File: src/rtl/vend_session_ctrl.sv
// Vending session controller: coin credit accumulation, round-robin product grant,
// single dispense per session, and half-unit change payout.
module vend_session_ctrl #(
    parameter int N_PROD     = 4,
    parameter int PRICE      = 5,
    parameter int MAX_CREDIT = 10,
    parameter int CREDIT_W   = 4,
    parameter int TIMEOUT    = 255,
    localparam int IDW       = (N_PROD > 1) ? $clog2(N_PROD) : 1
) (
    input  logic                sys_clk,
    input  logic                sys_rst,
    input  logic                coin_half,
    input  logic                coin_one,
    input  logic                cancel,
    input  logic [N_PROD-1:0]   sel_req,
    output logic                disp_valid,
    output logic [IDW-1:0]      disp_id,
    input  logic                disp_ready,
    output logic                ret_valid,
    input  logic                ret_ready,
    output logic [CREDIT_W-1:0] credit,
    output logic                coin_rej,
    output logic                busy
);

    localparam int IW1   = IDW + 1;
    localparam int CW1   = CREDIT_W + 1;
    localparam int TMR_W = (TIMEOUT > 1) ? $clog2(TIMEOUT + 1) : 1;

    typedef enum logic [1:0] {
        ST_IDLE,
        ST_CREDIT,
        ST_DISPENSE,
        ST_CHANGE
    } state_t;

    state_t              state_reg, state_next;
    logic [CREDIT_W-1:0] credit_reg, credit_next;
    logic [IDW-1:0]      rr_ptr_reg, rr_ptr_next;
    logic [TMR_W-1:0]    timer_reg, timer_next;
    logic [IDW-1:0]      disp_id_reg, disp_id_next;
    logic                disp_valid_reg, disp_valid_next;
    logic                ret_valid_reg, ret_valid_next;
    logic                coin_rej_reg, coin_rej_next;
    logic                busy_reg, busy_next;

    // Requests rotated so that position 0 is the product at rr_ptr.
    logic [N_PROD-1:0] rot_req;
    logic [IDW-1:0]    rot_idx [N_PROD];

    generate
        for (genvar gi = 0; gi < N_PROD; gi++) begin : g_rot
            logic [IW1-1:0] sum;
            assign sum          = {1'b0, rr_ptr_reg} + IW1'(gi);
            assign rot_idx[gi]  = (sum >= IW1'(N_PROD)) ? IDW'(sum - IW1'(N_PROD)) : IDW'(sum);
            assign rot_req[gi]  = sel_req[rot_idx[gi]];
        end
    endgenerate

    logic           grant_hit;
    logic [IDW-1:0] grant_id;
    logic [IW1-1:0] grant_p1;
    logic [IDW-1:0] grant_wrap;

    always_comb begin
        grant_hit = 1'b0;
        grant_id  = '0;
        for (int k = N_PROD - 1; k >= 0; k--) begin
            if (rot_req[k]) begin
                grant_hit = 1'b1;
                grant_id  = rot_idx[k];
            end
        end
    end

    assign grant_p1   = {1'b0, grant_id} + IW1'(1);
    assign grant_wrap = (grant_p1 >= IW1'(N_PROD)) ? '0 : IDW'(grant_p1);

    logic [CW1-1:0] coin_add;
    logic [CW1-1:0] credit_sum;
    logic           coin_any;
    logic           coin_fits;
    logic           cancel_go;
    logic           grant_go;
    logic           coin_ok;
    logic           open_state;

    assign coin_add   = CW1'({coin_one, coin_half});
    assign credit_sum = {1'b0, credit_reg} + coin_add;
    assign coin_any   = coin_half | coin_one;
    assign coin_fits  = (credit_sum <= CW1'(MAX_CREDIT));
    assign open_state = (state_reg == ST_IDLE) || (state_reg == ST_CREDIT);
    assign cancel_go  = (state_reg == ST_CREDIT) && cancel;
    assign grant_go   = (state_reg == ST_CREDIT) && !cancel && grant_hit &&
                        (credit_reg >= CREDIT_W'(PRICE));
    assign coin_ok    = coin_any && coin_fits && open_state && !cancel_go && !grant_go;

    always_comb begin
        state_next   = state_reg;
        credit_next  = credit_reg;
        rr_ptr_next  = rr_ptr_reg;
        timer_next   = timer_reg;
        disp_id_next = disp_id_reg;
        case (state_reg)
            ST_IDLE: begin
                if (coin_ok) begin
                    credit_next = credit_sum[CREDIT_W-1:0];
                    timer_next  = '0;
                    state_next  = ST_CREDIT;
                end
            end
            ST_CREDIT: begin
                if (cancel_go) begin
                    timer_next = '0;
                    state_next = ST_CHANGE;
                end else if (grant_go) begin
                    credit_next  = credit_reg - CREDIT_W'(PRICE);
                    disp_id_next = grant_id;
                    rr_ptr_next  = grant_wrap;
                    timer_next   = '0;
                    state_next   = ST_DISPENSE;
                end else if (coin_ok) begin
                    credit_next = credit_sum[CREDIT_W-1:0];
                    timer_next  = '0;
                end else if (timer_reg == TMR_W'(TIMEOUT - 1)) begin
                    timer_next = '0;
                    state_next = ST_CHANGE;
                end else begin
                    timer_next = timer_reg + TMR_W'(1);
                end
            end
            ST_DISPENSE: begin
                if (disp_valid_reg && disp_ready) begin
                    state_next = (credit_reg != '0) ? ST_CHANGE : ST_IDLE;
                end
            end
            ST_CHANGE: begin
                if (ret_valid_reg && ret_ready) begin
                    credit_next = credit_reg - CREDIT_W'(1);
                    if (credit_reg == CREDIT_W'(1)) begin
                        state_next = ST_IDLE;
                    end
                end
            end
            default: state_next = ST_IDLE;
        endcase

        // Outputs are registered from the next-state view so they line up with the state.
        disp_valid_next = (state_next == ST_DISPENSE);
        ret_valid_next  = (state_next == ST_CHANGE) && (credit_next != '0);
        busy_next       = (state_next == ST_DISPENSE) || (state_next == ST_CHANGE);
        coin_rej_next   = coin_any && !coin_ok;
    end

    always_ff @(posedge sys_clk or posedge sys_rst) begin
        if (sys_rst) begin
            state_reg      <= ST_IDLE;
            credit_reg     <= '0;
            rr_ptr_reg     <= '0;
            timer_reg      <= '0;
            disp_id_reg    <= '0;
            disp_valid_reg <= 1'b0;
            ret_valid_reg  <= 1'b0;
            coin_rej_reg   <= 1'b0;
            busy_reg       <= 1'b0;
        end else begin
            state_reg      <= state_next;
            credit_reg     <= credit_next;
            rr_ptr_reg     <= rr_ptr_next;
            timer_reg      <= timer_next;
            disp_id_reg    <= disp_id_next;
            disp_valid_reg <= disp_valid_next;
            ret_valid_reg  <= ret_valid_next;
            coin_rej_reg   <= coin_rej_next;
            busy_reg       <= busy_next;
        end
    end

    assign disp_valid = disp_valid_reg;
    assign disp_id    = disp_id_reg;
    assign ret_valid  = ret_valid_reg;
    assign credit     = credit_reg;
    assign coin_rej   = coin_rej_reg;
    assign busy       = busy_reg;

endmodule
File: config.mk
export PLATFORM = sky130hd
export DESIGN_NAME = vend_session_ctrl
export DESIGN_NICKNAME = d
export VERILOG_FILES = /design/src/rtl/vend_session_ctrl.sv
export SDC_FILE = /design/constraint.sdc
export NUM_CORES = 1
export LEC_CHECK = 0
export ABC_CLOCK_PERIOD_IN_PS = 4600
export CAP_MARGIN = 0
export CORE_ASPECT_RATIO = 0.8
export CORE_UTILIZATION = 37
export DETAILED_ROUTE_END_ITERATION = 10
export SLEW_MARGIN = 20
export SYNTH_ARGS = -nofsm -noshare
export SYNTH_HDL_FRONTEND = slang
export SYNTH_SLANG_ARGS = --single-unit
File: constraint.sdc
create_clock -name sys_clk -period 4.6 [get_ports sys_clk]
set_input_delay 0.69 -clock sys_clk [delete_from_list [all_inputs] [get_ports sys_clk]]
set_output_delay 0.69 -clock sys_clk [all_outputs]
set_load 0.03 [all_outputs]
# [Word-level counts from Yosys, hierarchy flattened]
# Cells that the tools add are included.
# W data, S select, Z words.
[word_totals] ff_bits=22 inputBits=11 output_inout_bits=10 wordCells=108
[classes] n_bitwise=2 n_eq_ne=8 add_sub_neg=12 n_lt_le_gt_ge=11 n_reduce_logical=24 n_mux=42
[op_table] cell="$mux W8" n=5
[op_table] cell="$mux W2" n=18
[op_table] cell="$mux W4" n=4
[op_table] cell="$pmux W8 S2" n=1
[op_table] cell="$ge A3 B3 Y1 const B" n=4
[op_table] cell="$logic_and A1 B1 Y1" n=12
[op_table] cell="$lt A2 B3 Y1 const B" n=4
[op_table] cell="$pmux W4 S3" n=1
[op_table] cell="$add A8 B1 Y8 const B" n=1
[op_table] cell="$bmux W1 S2" n=4
[op_table] cell="$eq A2 B2 Y1 const B" n=4
[op_table] cell="$eq A8 B8 Y1 const B" n=1
[op_table] cell="$mux W1" n=8
[op_table] cell="$pmux W2 S4" n=1
[op_table] cell="$reduce_bool A4 Y1" n=2
[op_table] cell="$sub A2 B1 Y2 const B" n=4
[op_table] cell="$add A2 B1 Y3 const B" n=2
[op_table] cell="$add A2 B2 Y3 const B" n=2
[op_table] cell="$add A4 B2 Y5" n=1
[op_table] cell="$le A5 B4 Y1 const B" n=1
[op_table] cell="$eq A4 B1 Y1 const B" n=1
[op_table] cell="$ge A4 B3 Y1 const B" n=1
[op_table] cell="$logic_not A1 Y1" n=4
[op_table] cell="$sub A4 B1 Y4 const B" n=1
[op_table] cell="other kinds (11)" n=12

# [Longest topological paths before layout]
# Gate-level depths: netlist of run 1.
[logic_depth] depth_word=19 depth_mapped=10 depth_no_buf=10

# [Worst setup path before layout of run 1]
# Ideal clock, no wire load.
[synth_timing] kind="input -> register" start="in coin_half" end="reg ret_valid_reg (netlist: ret_valid)" arrival_ns=2.836 cell_stages=9 n_path_buf=0 slack_ns=1.668 setup_time_ns=0.096 required_time_ns=4.504 path_cell_list="ha_1 > fa_1 > nand2_1 > a311oi_2 > a21oi_2 > a221o_1 > a221oi_2 > nor2_1 > a311oi_2"
[synth_via] elab_chain_len=12 word_cells_on_any_way=19 cone_classes="add/sub (1); order compare (1); eq/ne (1); mux (9); bitwise (1); reduce/logical (6)"
[synth_lines] item="start: declaration" line_no="13" rtl="input logic coin_half,"
[synth_lines] item="$add A4 B2 Y5" line_no="90" rtl="assign credit_sum = {1'b0, credit_reg} + coin_add;"
[synth_lines] item="$le A5 B4 Y1" line_no="92" rtl="assign coin_fits = (credit_sum <= CW1'(MAX_CREDIT));"
[synth_lines] item="$logic_and A1 B1 Y1 (4 in series)" line_no="97" rtl="assign coin_ok = coin_any && coin_fits && open_state && !cancel_go && !grant_go;"
[synth_lines] item="$mux W4 *" line_no="107, 123"
[synth_lines] item="$mux W4" line_no="117" rtl="end else if (grant_go) begin"
[synth_lines] item="$mux W4" line_no="114" rtl="if (cancel_go) begin"
[synth_lines] item="$pmux W4 S3 *" line_no="105" rtl="case (state_reg)"
[synth_lines] item="net credit_next[1]" line_no="39" rtl="logic [CREDIT_W-1:0] credit_reg, credit_next;"
[synth_lines] item="$reduce_bool A4 Y1 *" line_no="151" rtl="ret_valid_next = (state_next == ST_CHANGE) && (credit_next != '0);"
[synth_lines] item="$logic_and A1 B1 Y1 *" line_no="151"
[synth_lines] item="net ret_valid_next" line_no="44" rtl="logic ret_valid_reg, ret_valid_next;"
[synth_lines] item="end signal: assignment" line_no="174" rtl="ret_valid_reg <= ret_valid_next;"
[synth_lines] item="end: declaration" line_no="44"
# Mark *: on every way through the listed nets, which the timed path passes. The rest lies on a longest branch.
# A chain may end at the register's enable or synchronous reset.

# [Worst setup path after layout of run 1]
# Same ends and word-level chain as after synthesis.

==> results of run 1 <==
[Yosys cell counts, drive strengths merged, types with 4 or more instances]
library cell and count:
nand2 26, nor2 12, nor3 4, o21a 4, nand3 9, clkbuf 7, nand2b 5, nand4 5
dfrtp 21, xnor2 4, nor2b 4, o21ai 20, inv 13, ha 7, a21oi 11
[worst max-delay path: stages]
cell and delay, ns:
clkdlybuf4s50_1 0.44, ha_1 0.24, fa_1 0.53, a211oi_1 0.09, a311oi_2 0.30, a21oi_2 0.17, a221o_1 0.39, a221oi_2 0.32
nor2_1 0.09, a311oi_2 0.26
[power by group]
group          internal (mW)  switching, mW
Sequential             0.247          0.125
Combinational          0.316          0.422
Clock                 0.0605         0.0643
[metal layers]
metal | share of wire (%) | routed length, um | up-vias
li1 | - | - | 733
met1 | 50 | 1942 | 691
met2 | 42 | 1637 | 44
met3 | 6.8 | 267 | 6
met4 | 1.4 | 53 | 0
met5 | 0 | 0 | -
[layout by cell type, fill, tap and decap left out, types with 3 or more instances in the layout]
master	instances
clkbuf_8	3
a21oi_1	10
nor2_1	12
o21ai_0	20
clkdlybuf4s50_1	20
o21a_1	4
nor3_1	4
nand4_1	5
nand2b_1	5
nand3_1	9
nand2_1	26
nor2b_1	4
ha_1	7
xnor2_1	4
inv_1	13
dfrtp_1	21
[kinds of logic (layout without fill, tap and decap cells)]
group	after synthesis	count (layout)	share of synthesized area, %
compound gates	64	64	28.34
xor+xnor	6	6	3.297
simple gates	72	72	21.82
fa+ha+maj	8	8	6.750
buf+inv	22	37	5.495
mux	2	2	1.334
flops	21	21	32.97
[layout make-up]
type                            count  area, um2
Fill cell                         401       2083
Multi-Input combinational cell    152      980.9
Sequential cell                    21      525.5
Timing Repair Buffer               20      200.2
Tap cell                           55      68.82
Inverter                           13      48.80
Clock buffer                        3      41.29
Clock inverter                      1      5.005
[worst max path at each step]
| stage | start | to | slack [ns] | depth (start not counted) |
|---|---|---|---|---|
| final | coin_half | ret_valid | 1.27 | 10 |
| after global routing | coin_half | ret_valid | 1.06 | 10 |
| after CTS | coin_half | ret_valid | 1.29 | 10 |
| after detailed placement | coin_half | ret_valid | 1.01 | 10 |
| after global placement | coin_half | ret_valid | 1.12 | 10 |
| after floorplan | coin_half | ret_valid | 1.67 | 9 |
[through the flow]
stage               util (%)  power, mW  instance area [um2]  hold WS (ns)  instances
floorplan                  -     0.8964                 1594        0.4686        195
global placement       46.14      1.082                 1824        0.4657        261
detailed placement     46.14      1.105                 1824        0.4743        261
CTS                    47.31      1.230                 1871        0.4930        265
global route           47.31      1.341                 1871        0.5424        265
finish                 47.31      1.235                 1871        0.4826        265
==> out/qor.csv, run 1 <==
stage,metric,value,unit
run_status,status,finished clean,
synth,syn_nets,214,
clock_tree,Clock H-tree levels,1,
route,"antenna viol nets, final",0,
grt,first-pass GRT wire length,6644,um
grt,GR Util met3,3.821,%
placement,Port Buffers,20,
clock_tree,total CTS buffers,3,
synth,synth top area cells,"dfrtp_1 (33%), o21ai_0 (6.3%), nand2_1 (6.1%)",
sta,Final min period,3.334,ns
run,Max-Cap Viols,0,
sta,final setup fails,0,
clock_tree,CTS Root Cell,clkbuf_8,
power_and_ir_drop,Max VDD drop,244.8,uV
critical_path,critical path capture point type,flop,
route,router iterations before antenna repair,4,
min_path,Worst Hold End,disp_id[1],
critical_path,RR Endpoint,ret_valid,
finish,Layout area overhead,17.35,%
synth,sequential area share after synthesis,32.97,%
die,# rows,20,
clock_tree,Post-CTS Hold Buffers,0,
min_path,min-delay src,disp_id[1],
synth,Syn Area/Cell,8.175,um2
critical_path,CP startpoint kind,input port,
critical_path,Reg2Reg Depth,9,
route,final WL,3900,um
grt,vias in the first global route,1380,
finish,Inserted Diodes,0,
grt,met1 Track Usage GR,28.35,%
sta,actual slew at the worst max-slew pin,0.8099,ns
critical_path,WP data required,4.77,ns
critical_path,Worst Path Arrival,3.51,ns
die,Die Wd,75.39,um
clock_tree,CTS tree,built,
synth,mapped cell area,1594,um2
grt,global-route usage over all layers,19.42,%
grt,largest net degree at the start of global routing,24,
sta,skew final,0.004073,ns
die,Initial Util,40.32,%
placement,Post-DP HPWL,2927,um
clock_tree,post-cts sizing count,0,
sta,count of pins over their slew limit,0,
route,drt drc,0,
grt,busiest grt layer,met2,
grt,initial antenna violation count,0,
clock_tree,Worst-Skew Late Latency,0.27,ns
die,I/O Pins,21,
clock_tree,CTS Buffer Depth,2,
finish,share of cells above drive strength 1,6.190,%
route,starting DRC count in detailed routing,144,
synth,Ys Warns,0,
synth,Synth Register Bits,21,
critical_path,CP Class,input port to flop,
die,Core Area,3954,um2
power_and_ir_drop,pwr dens,660.3,nW/um2
clock_tree,clock-pin slew on the worst setup and hold paths,0.08,ns
synth,"area leader, netlist",dfrtp_1,
finish,Nets,230,
grt,met2 Resource Use GR,29.72,%
min_path,worst min path class,flop to flop,
critical_path,R2R Setup Slk,1.63,ns
route,DR WL/cell,14.72,um
placement,RePlAce Congestion,0.8131,
sta,Total Neg Setup Slack,0,ns
synth,Post-synth ARST share,100.0,%
synth,Netlist cell types,48,
sta,Slew HR,45.95,%
critical_path,crit-path max FO,9,
route,vias per cell,5.562,
synth,top_reg_cell synth,dfrtp_1,
synth,Cells after Synth,195,
clock_tree,Post-CTS Setup Bufs,0,
critical_path,worst r2r src,credit[0],
min_path,hold path depth,2,
route,Via Count,1474,
die,die height,60.71,um
sta,Max Fclk,299.9,MHz
synth,Synth top area share,32.97,%
sta,period utilization,72.48,%
finish,max reg flops,8,
placement,pre-CTS WS,1.010,ns
sta,RSZ-0062 raised after global routing,no,
power_and_ir_drop,Leak,0.7843,nW
grt,total gr overflow,0,
die,die footprint,4576,um2
clock_tree,CTS sink count,21,
sta,"Hold Vio Cnt, Final",0,
sta,final worst setup slack,1.266,ns
synth,"EDFF count, synth",0,
No activity file was read; power rests on OpenSTA's default activity.
==> run 2: changes to the inputs <==
--- a/config.mk
+++ b/config.mk
@@ -5,7 +5,7 @@
 export SDC_FILE = /design/constraint.sdc
 export NUM_CORES = 1
 export LEC_CHECK = 0
-export ABC_CLOCK_PERIOD_IN_PS = 4600
+export ABC_CLOCK_PERIOD_IN_PS = 3300
 export CAP_MARGIN = 0
 export CORE_ASPECT_RATIO = 0.8
 export CORE_UTILIZATION = 37
==> constraint.sdc (replaced) <==
create_clock -name sys_clk -period 3.3 [get_ports sys_clk]
set_input_delay 0.495 -clock sys_clk [delete_from_list [all_inputs] [get_ports sys_clk]]
set_output_delay 0.495 -clock sys_clk [all_outputs]
set_load 0.03 [all_outputs]
==> out/qor.csv, run 2 (synthesis results as in run 1) <==
stage,metric,value,unit,change
run_status,status,finished clean,,
die,die footprint,4576,um2,unchanged
route,vias per cell,5.585,,+0.40%
placement,pre-CTS WS,-0.03533,ns,-1.045 ns
finish,final core utilization,48.61,%,+1.3 points
power_and_ir_drop,Max VDD drop,338.4,uV,+38%
sta,Final min period,3.075,ns,
placement,Port Buffers,20,,unchanged
finish,Layout area overhead,20.56,%,
route,final WL,4012,um,+2.9%
sta,final setup fails,0,,unchanged
clock_tree,Post-CTS Hold Buffers,0,,unchanged
sta,RSZ-0062 raised after global routing,no,,
die,# rows,20,,unchanged
clock_tree,Clock H-tree levels,1,,unchanged
sta,"Hold Vio Cnt, Final",0,,unchanged
route,router iterations before antenna repair,4,,unchanged
critical_path,R2R Setup Slk,0.51,ns,-1.12 ns
clock_tree,CTS sink count,21,,unchanged
grt,vias in the first global route,1425,,+3.3%
route,drt drc,0,,unchanged
sta,Slew HR,45.85,%,-0.10 points
sta,count of pins over their slew limit,0,,unchanged
power_and_ir_drop,pwr dens,921.0,nW/um2,+39%
clock_tree,CTS Root Cell,clkbuf_8,,
placement,Post-DP HPWL,3134,um,+7.1%
finish,"commonest cells after routing, fill and taps aside","nand2_1 (26), dfrtp_1 (21), o21ai_0 (20), clkdlybuf4s50_1 (20), inv_1 (13)",,
critical_path,crit-path max FO,7,,-2
finish,"commonest non-fill, non-tap cell in the layout",nand2_1,,
clock_tree,CTS Buffer Depth,2,,unchanged
grt,initial antenna violation count,0,,unchanged
clock_tree,Post-CTS Setup Bufs,0,,unchanged
sta,actual slew at the worst max-slew pin,0.8114,ns,+0.001509 ns
finish,Nets,237,,+3.0%
clock_tree,total CTS buffers,3,,unchanged
grt,total gr overflow,0,,unchanged
power_and_ir_drop,Total Power,1.770,mW,+43%
route,starting DRC count in detailed routing,121,,-16%
grt,first-pass GRT wire length,6720,um,+1.1%
critical_path,CP startpoint kind,input port,,
clock_tree,CTS tree,built,,
power_and_ir_drop,Leak,0.8155,nW,+4.0%
critical_path,Worst Setup SP,coin_half,,
placement,Placement Cell Area,1877,um2,+2.9%
critical_path,critical path capture point type,flop,,
clock_tree,Worst-Skew Late Latency,0.26,ns,about the same
finish,max reg flops,8,,unchanged
finish,Inserted Diodes,0,,unchanged
critical_path,worst r2r src,credit[0],,
grt,largest net degree at the start of global routing,24,,unchanged
clock_tree,clock-pin slew on the worst setup and hold paths,0.08,ns,about the same
clock_tree,post-cts sizing count,0,,unchanged
die,Core Area,3954,um2,unchanged
die,die height,60.71,um,unchanged
min_path,min-delay src,disp_id[0],,
sta,final worst setup slack,0.2255,ns,-1.040 ns
sta,Max Fclk,325.3,MHz,
route,Via Count,1519,,+3.1%
die,Die Wd,75.39,um,unchanged
placement,RePlAce Congestion,0.8781,,+8.0%
critical_path,CP Class,input port to flop,,
die,I/O Pins,21,,unchanged
route,"antenna viol nets, final",0,,unchanged
route,DR WL/cell,14.75,um,+0.22%
finish,design area,1922,um2,+2.7%
sta,skew final,0.001545,ns,-0.002529 ns
sta,period utilization,93.17,%,
critical_path,WP data required,3.47,ns,-1.30 ns
critical_path,Worst Path Arrival,3.24,ns,-0.27 ns
finish,share of cells above drive strength 1,8.756,%,+2.6 points
die,Initial Util,40.32,%,unchanged
min_path,worst min path class,flop to flop,,
grt,global-route usage over all layers,19.72,%,+0.30 points
run,Max-Cap Viols,0,,unchanged
[run 2: cell count changes in the layout (fill, tap and decap cells not counted), sizes merged]
cell	change
clkbuf	+1
buf	+7
clkinv	-1
[run 2: area by class of cell]
cell class              instances  area [um2]
well taps                      55       68.82
fillers                       412        2032
repair buffers                 27       252.7
clock buffers                   4       45.04
inverters                      13       48.80
flip-flops and latches         21       525.5
multi-input cells             152       980.9
[run 2: routing by layer]
metal,wire [um],GRT usage (%)
met5,0,0
met4,36,4.762
met3,237,3.987
met2,1767,30.10
met1,1970,28.82
[run 2: power by group]
group	total [mW]	internal, mW	switching (mW)
combinational	1.12	0.476	0.639
clock	0.171	0.0860	0.0846
sequential	0.484	0.346	0.139
[run 2: worst max-delay path: stages]
cell,delay [ns]
clkdlybuf4s50_1,0.42
ha_1,0.24
fa_1,0.54
a211oi_1,0.10
a311oi_2,0.28
a21oi_2,0.15
a221o_1,0.39
a32oi_1,0.25
nor2_1,0.11
a311oi_2,0.26
[run 2: path summary, 6_finish.rpt]
check                                end  cells after the start
max                            ret_valid                     10
min in group asynchronous  rr_ptr_reg[0]                      2
min                           disp_id[0]                      2
max in group asynchronous      credit[1]                      2
max reg2reg                    ret_valid                      9
min reg2reg                   disp_id[0]                      2
[run 2: stage by stage]
| step | instances | hold WS (ns) | setup TNS (ns) |
|---|---|---|---|
| floorplan | 195 | 0.4686 | 0 |
| global placement | 268 | 0.4641 | 0 |
| detailed placement | 268 | 0.4791 | -0.05328 |
| CTS | 272 | 0.4988 | 0 |
| global route | 272 | 0.5276 | 0 |
| finish | 272 | 0.4978 | 0 |
==> run 3: changes to the inputs <==
--- a/config.mk
+++ b/config.mk
@@ -8,7 +8,9 @@
 export ABC_CLOCK_PERIOD_IN_PS = 3300
 export CAP_MARGIN = 0
 export CORE_ASPECT_RATIO = 0.8
-export CORE_UTILIZATION = 37
+export CORE_MARGIN = 3
+export CORE_UTILIZATION = 32
+export CTS_BUF_LIST = sky130_fd_sc_hd__clkbuf_4
 export DETAILED_ROUTE_END_ITERATION = 10
 export SLEW_MARGIN = 20
 export SYNTH_ARGS = -nofsm -noshare
==> out/qor.csv, run 3 (synthesis results as in run 1) <==
stage,metric,value,unit,change
grt,total gr overflow,0,,unchanged
critical_path,RR Endpoint,timer_reg[5],,
critical_path,worst r2r src,credit[0],,
sta,"Hold Vio Cnt, Final",0,,unchanged
route,routed wire length on met3,302,um,+27%
finish,"commonest non-fill, non-tap cell in the layout",nand2_1,,
power_and_ir_drop,Clk pwr share,7.7,%,-1.9 points
critical_path,CP startpoint kind,input port,,
grt,largest net degree at the start of global routing,22,,-8.3%
run,Max-Cap Viols,0,,unchanged
finish,"commonest cells after routing, fill and taps aside","nand2_1 (26), dfrtp_1 (21), o21ai_0 (20), clkdlybuf4s50_1 (20), inv_1 (13)",,
route,Max Used Layer,met3,,
grt,global-route usage over all layers,13.76,%,-6.0 points
finish,Finished Layout Cells,276,,+1.5%
route,router iterations before antenna repair,4,,unchanged
grt,first-pass GRT wire length,6686,um,-0.51%
die,# rows,22,,+10%
route,DR WL/cell,14.14,um,-4.2%
die,Initial Util,33.86,%,-6.5 points
critical_path,CP Class,input port to flop,,
min_path,Worst Hold End,disp_id[0],,
placement,pre-CTS WS,-0.09423,ns,-0.05890 ns
critical_path,WP data required,3.50,ns,+0.03 ns
power_and_ir_drop,Leak,0.8057,nW,-1.2%
sta,actual slew at the worst max-slew pin,0.8209,ns,+0.009529 ns
finish,Nets,236,,-0.42%
placement,RePlAce Congestion,0.8692,,-1.0%
placement,Port Buffers,20,,unchanged
clock_tree,CTS tree,built,,
grt,vias in the first global route,1360,,-4.6%
route,final WL,3902,um,-2.7%
power_and_ir_drop,Flop pwr share,28.4,%,+1.0 points
die,die height,69.13,um,+14%
route,starting DRC count in detailed routing,125,,+3.3%
run_status,status,finished clean,,
clock_tree,Clock H-tree levels,1,,unchanged
sta,period utilization,92.89,%,-0.28 points
clock_tree,Worst-Skew Late Latency,0.31,ns,+0.05 ns
route,met1 wire length,1956,um,-0.71%
clock_tree,Post-CTS Hold Buffers,0,,unchanged
sta,RSZ-0062 raised after global routing,no,,
sta,Max Fclk,326.2,MHz,+0.30%
die,I/O Pins,21,,unchanged
critical_path,crit path max-delay cell type,fa_1,,
grt,initial antenna violation count,0,,unchanged
die,Die Wd,84.91,um,+13%
sta,count of pins over their slew limit,0,,unchanged
route,drt drc,0,,unchanged
clock_tree,clock-pin slew on the worst setup and hold paths,0.12,ns,+0.04 ns
sta,Total Neg Setup Slack,0,ns,unchanged
sta,final setup fails,0,,unchanged
power_and_ir_drop,switching share of power,49.04,%,+0.33 points
critical_path,Reg2Reg Depth,8,,-1
finish,Layout area overhead,19.54,%,
critical_path,CP peak stage delay,0.53,ns,about the same
route,Via Count,1506,,-0.86%
min_path,hold path depth,2,,unchanged
clock_tree,CTS Root Cell,clkbuf_4,,
die,die footprint,5869,um2,+28%
power_and_ir_drop,Psw,842.7,uW,-2.3%
min_path,worst min path class,flop to flop,,
power_and_ir_drop,Gate power share,63.9,%,+0.9 points
clock_tree,post-cts sizing count,0,,unchanged
critical_path,crit-path cells,clkdlybuf4s50_1 -> ha_1 -> fa_1 -> a211oi_1 -> a311oi_2 -> a21oi_2 -> buf_4 -> or3_1 -> o41ai_1,,
route,"antenna viol nets, final",0,,unchanged
critical_path,critical path capture point type,flop,,
route,vias per cell,5.457,,-2.3%
critical_path,crit-path max FO,11,,+4
clock_tree,CTS Buffer Depth,2,,unchanged
sta,Final min period,3.065,ns,-0.009239 ns
critical_path,Worst Setup SP,coin_half,,
power_and_ir_drop,Max VDD drop,324.8,uV,-4.0%
finish,share of cells above drive strength 1,8.796,%,+0.041 points
clock_tree,CTS sink count,21,,unchanged
clock_tree,Post-CTS Setup Bufs,0,,unchanged
clock_tree,total CTS buffers,3,,unchanged
sta,skew final,0.01285,ns,+0.01130 ns
die,Core Area,4707,um2,+19%
critical_path,Worst Path Arrival,3.26,ns,+0.02 ns
finish,Inserted Diodes,0,,unchanged
sta,Slew HR,45.21,%,-0.64 points
sta,final worst setup slack,0.2347,ns,+0.009239 ns
placement,placed insts,272,,+1.5%
route,WL met2,1643,um,-7.0%
critical_path,R2R Setup Slk,0.47,ns,-0.04 ns
min_path,min-delay src,disp_id[0],,
finish,max reg flops,8,,unchanged
placement,Post-DP HPWL,2984,um,-4.8%
power_and_ir_drop,Int Power,875.7,uW,-3.5%
sta,worst hold margin,0.4930,ns,-0.004860 ns
power_and_ir_drop,Total Power,1.718,mW,-2.9%
power_and_ir_drop,pwr dens,901.8,nW/um2,-2.1%
[run 3: layout make-up]
cell class                 count  area, um2
tap                           60      75.07
multi-input combinational    152      980.9
fill                         470       2801
timing repair buffer          26      245.2
inverter                      13      48.80
clock buffer                   4      30.03
sequential                    21      525.5
[run 3: critical path, delay by kind of cell]
family	cells	cell delay [ns]
compound gates	4	0.89
fa+ha+maj	2	0.76
buf+inv	2	0.60
simple gates	1	0.52
[run 3: power groups by stage]
stage	registers, mW	clock network (mW)	logic (mW)
finish	0.488	0.133	1.10
global route	0.511	0.151	1.21
CTS	0.488	0.139	1.09
detailed placement	0.493	0	1.09
global placement	0.495	0	1.09
floorplan	0.534	0	0.716
[run 3: per-layer routing]
layer	track usage [%]	vias to the layer above
li1	-	748
met1	20.88	706
met2	19.72	52
met3	3.345	0
met4	2.636	0
met5	0	-
[run 3: how the worst max path moves through the flow]
stage                         endpoint  slack [ns]  cells past startpoint
after global routing      timer_reg[5]        0.08                      9
after CTS                 timer_reg[5]        0.26                      9
final                     timer_reg[5]        0.23                      9
after detailed placement  timer_reg[5]       -0.09                      9
after floorplan              ret_valid        0.47                      9
after global placement    timer_reg[5]        0.02                      9
[run 3: stage by stage]
step | util, % | area (um2)
2_1_floorplan | - | 1594
3_3_place_gp | 39.85 | 1876
3_5_place_dp | 39.85 | 1876
4_1_cts | 40.48 | 1906
5_1_grt | 40.48 | 1906
6_report | 40.48 | 1906
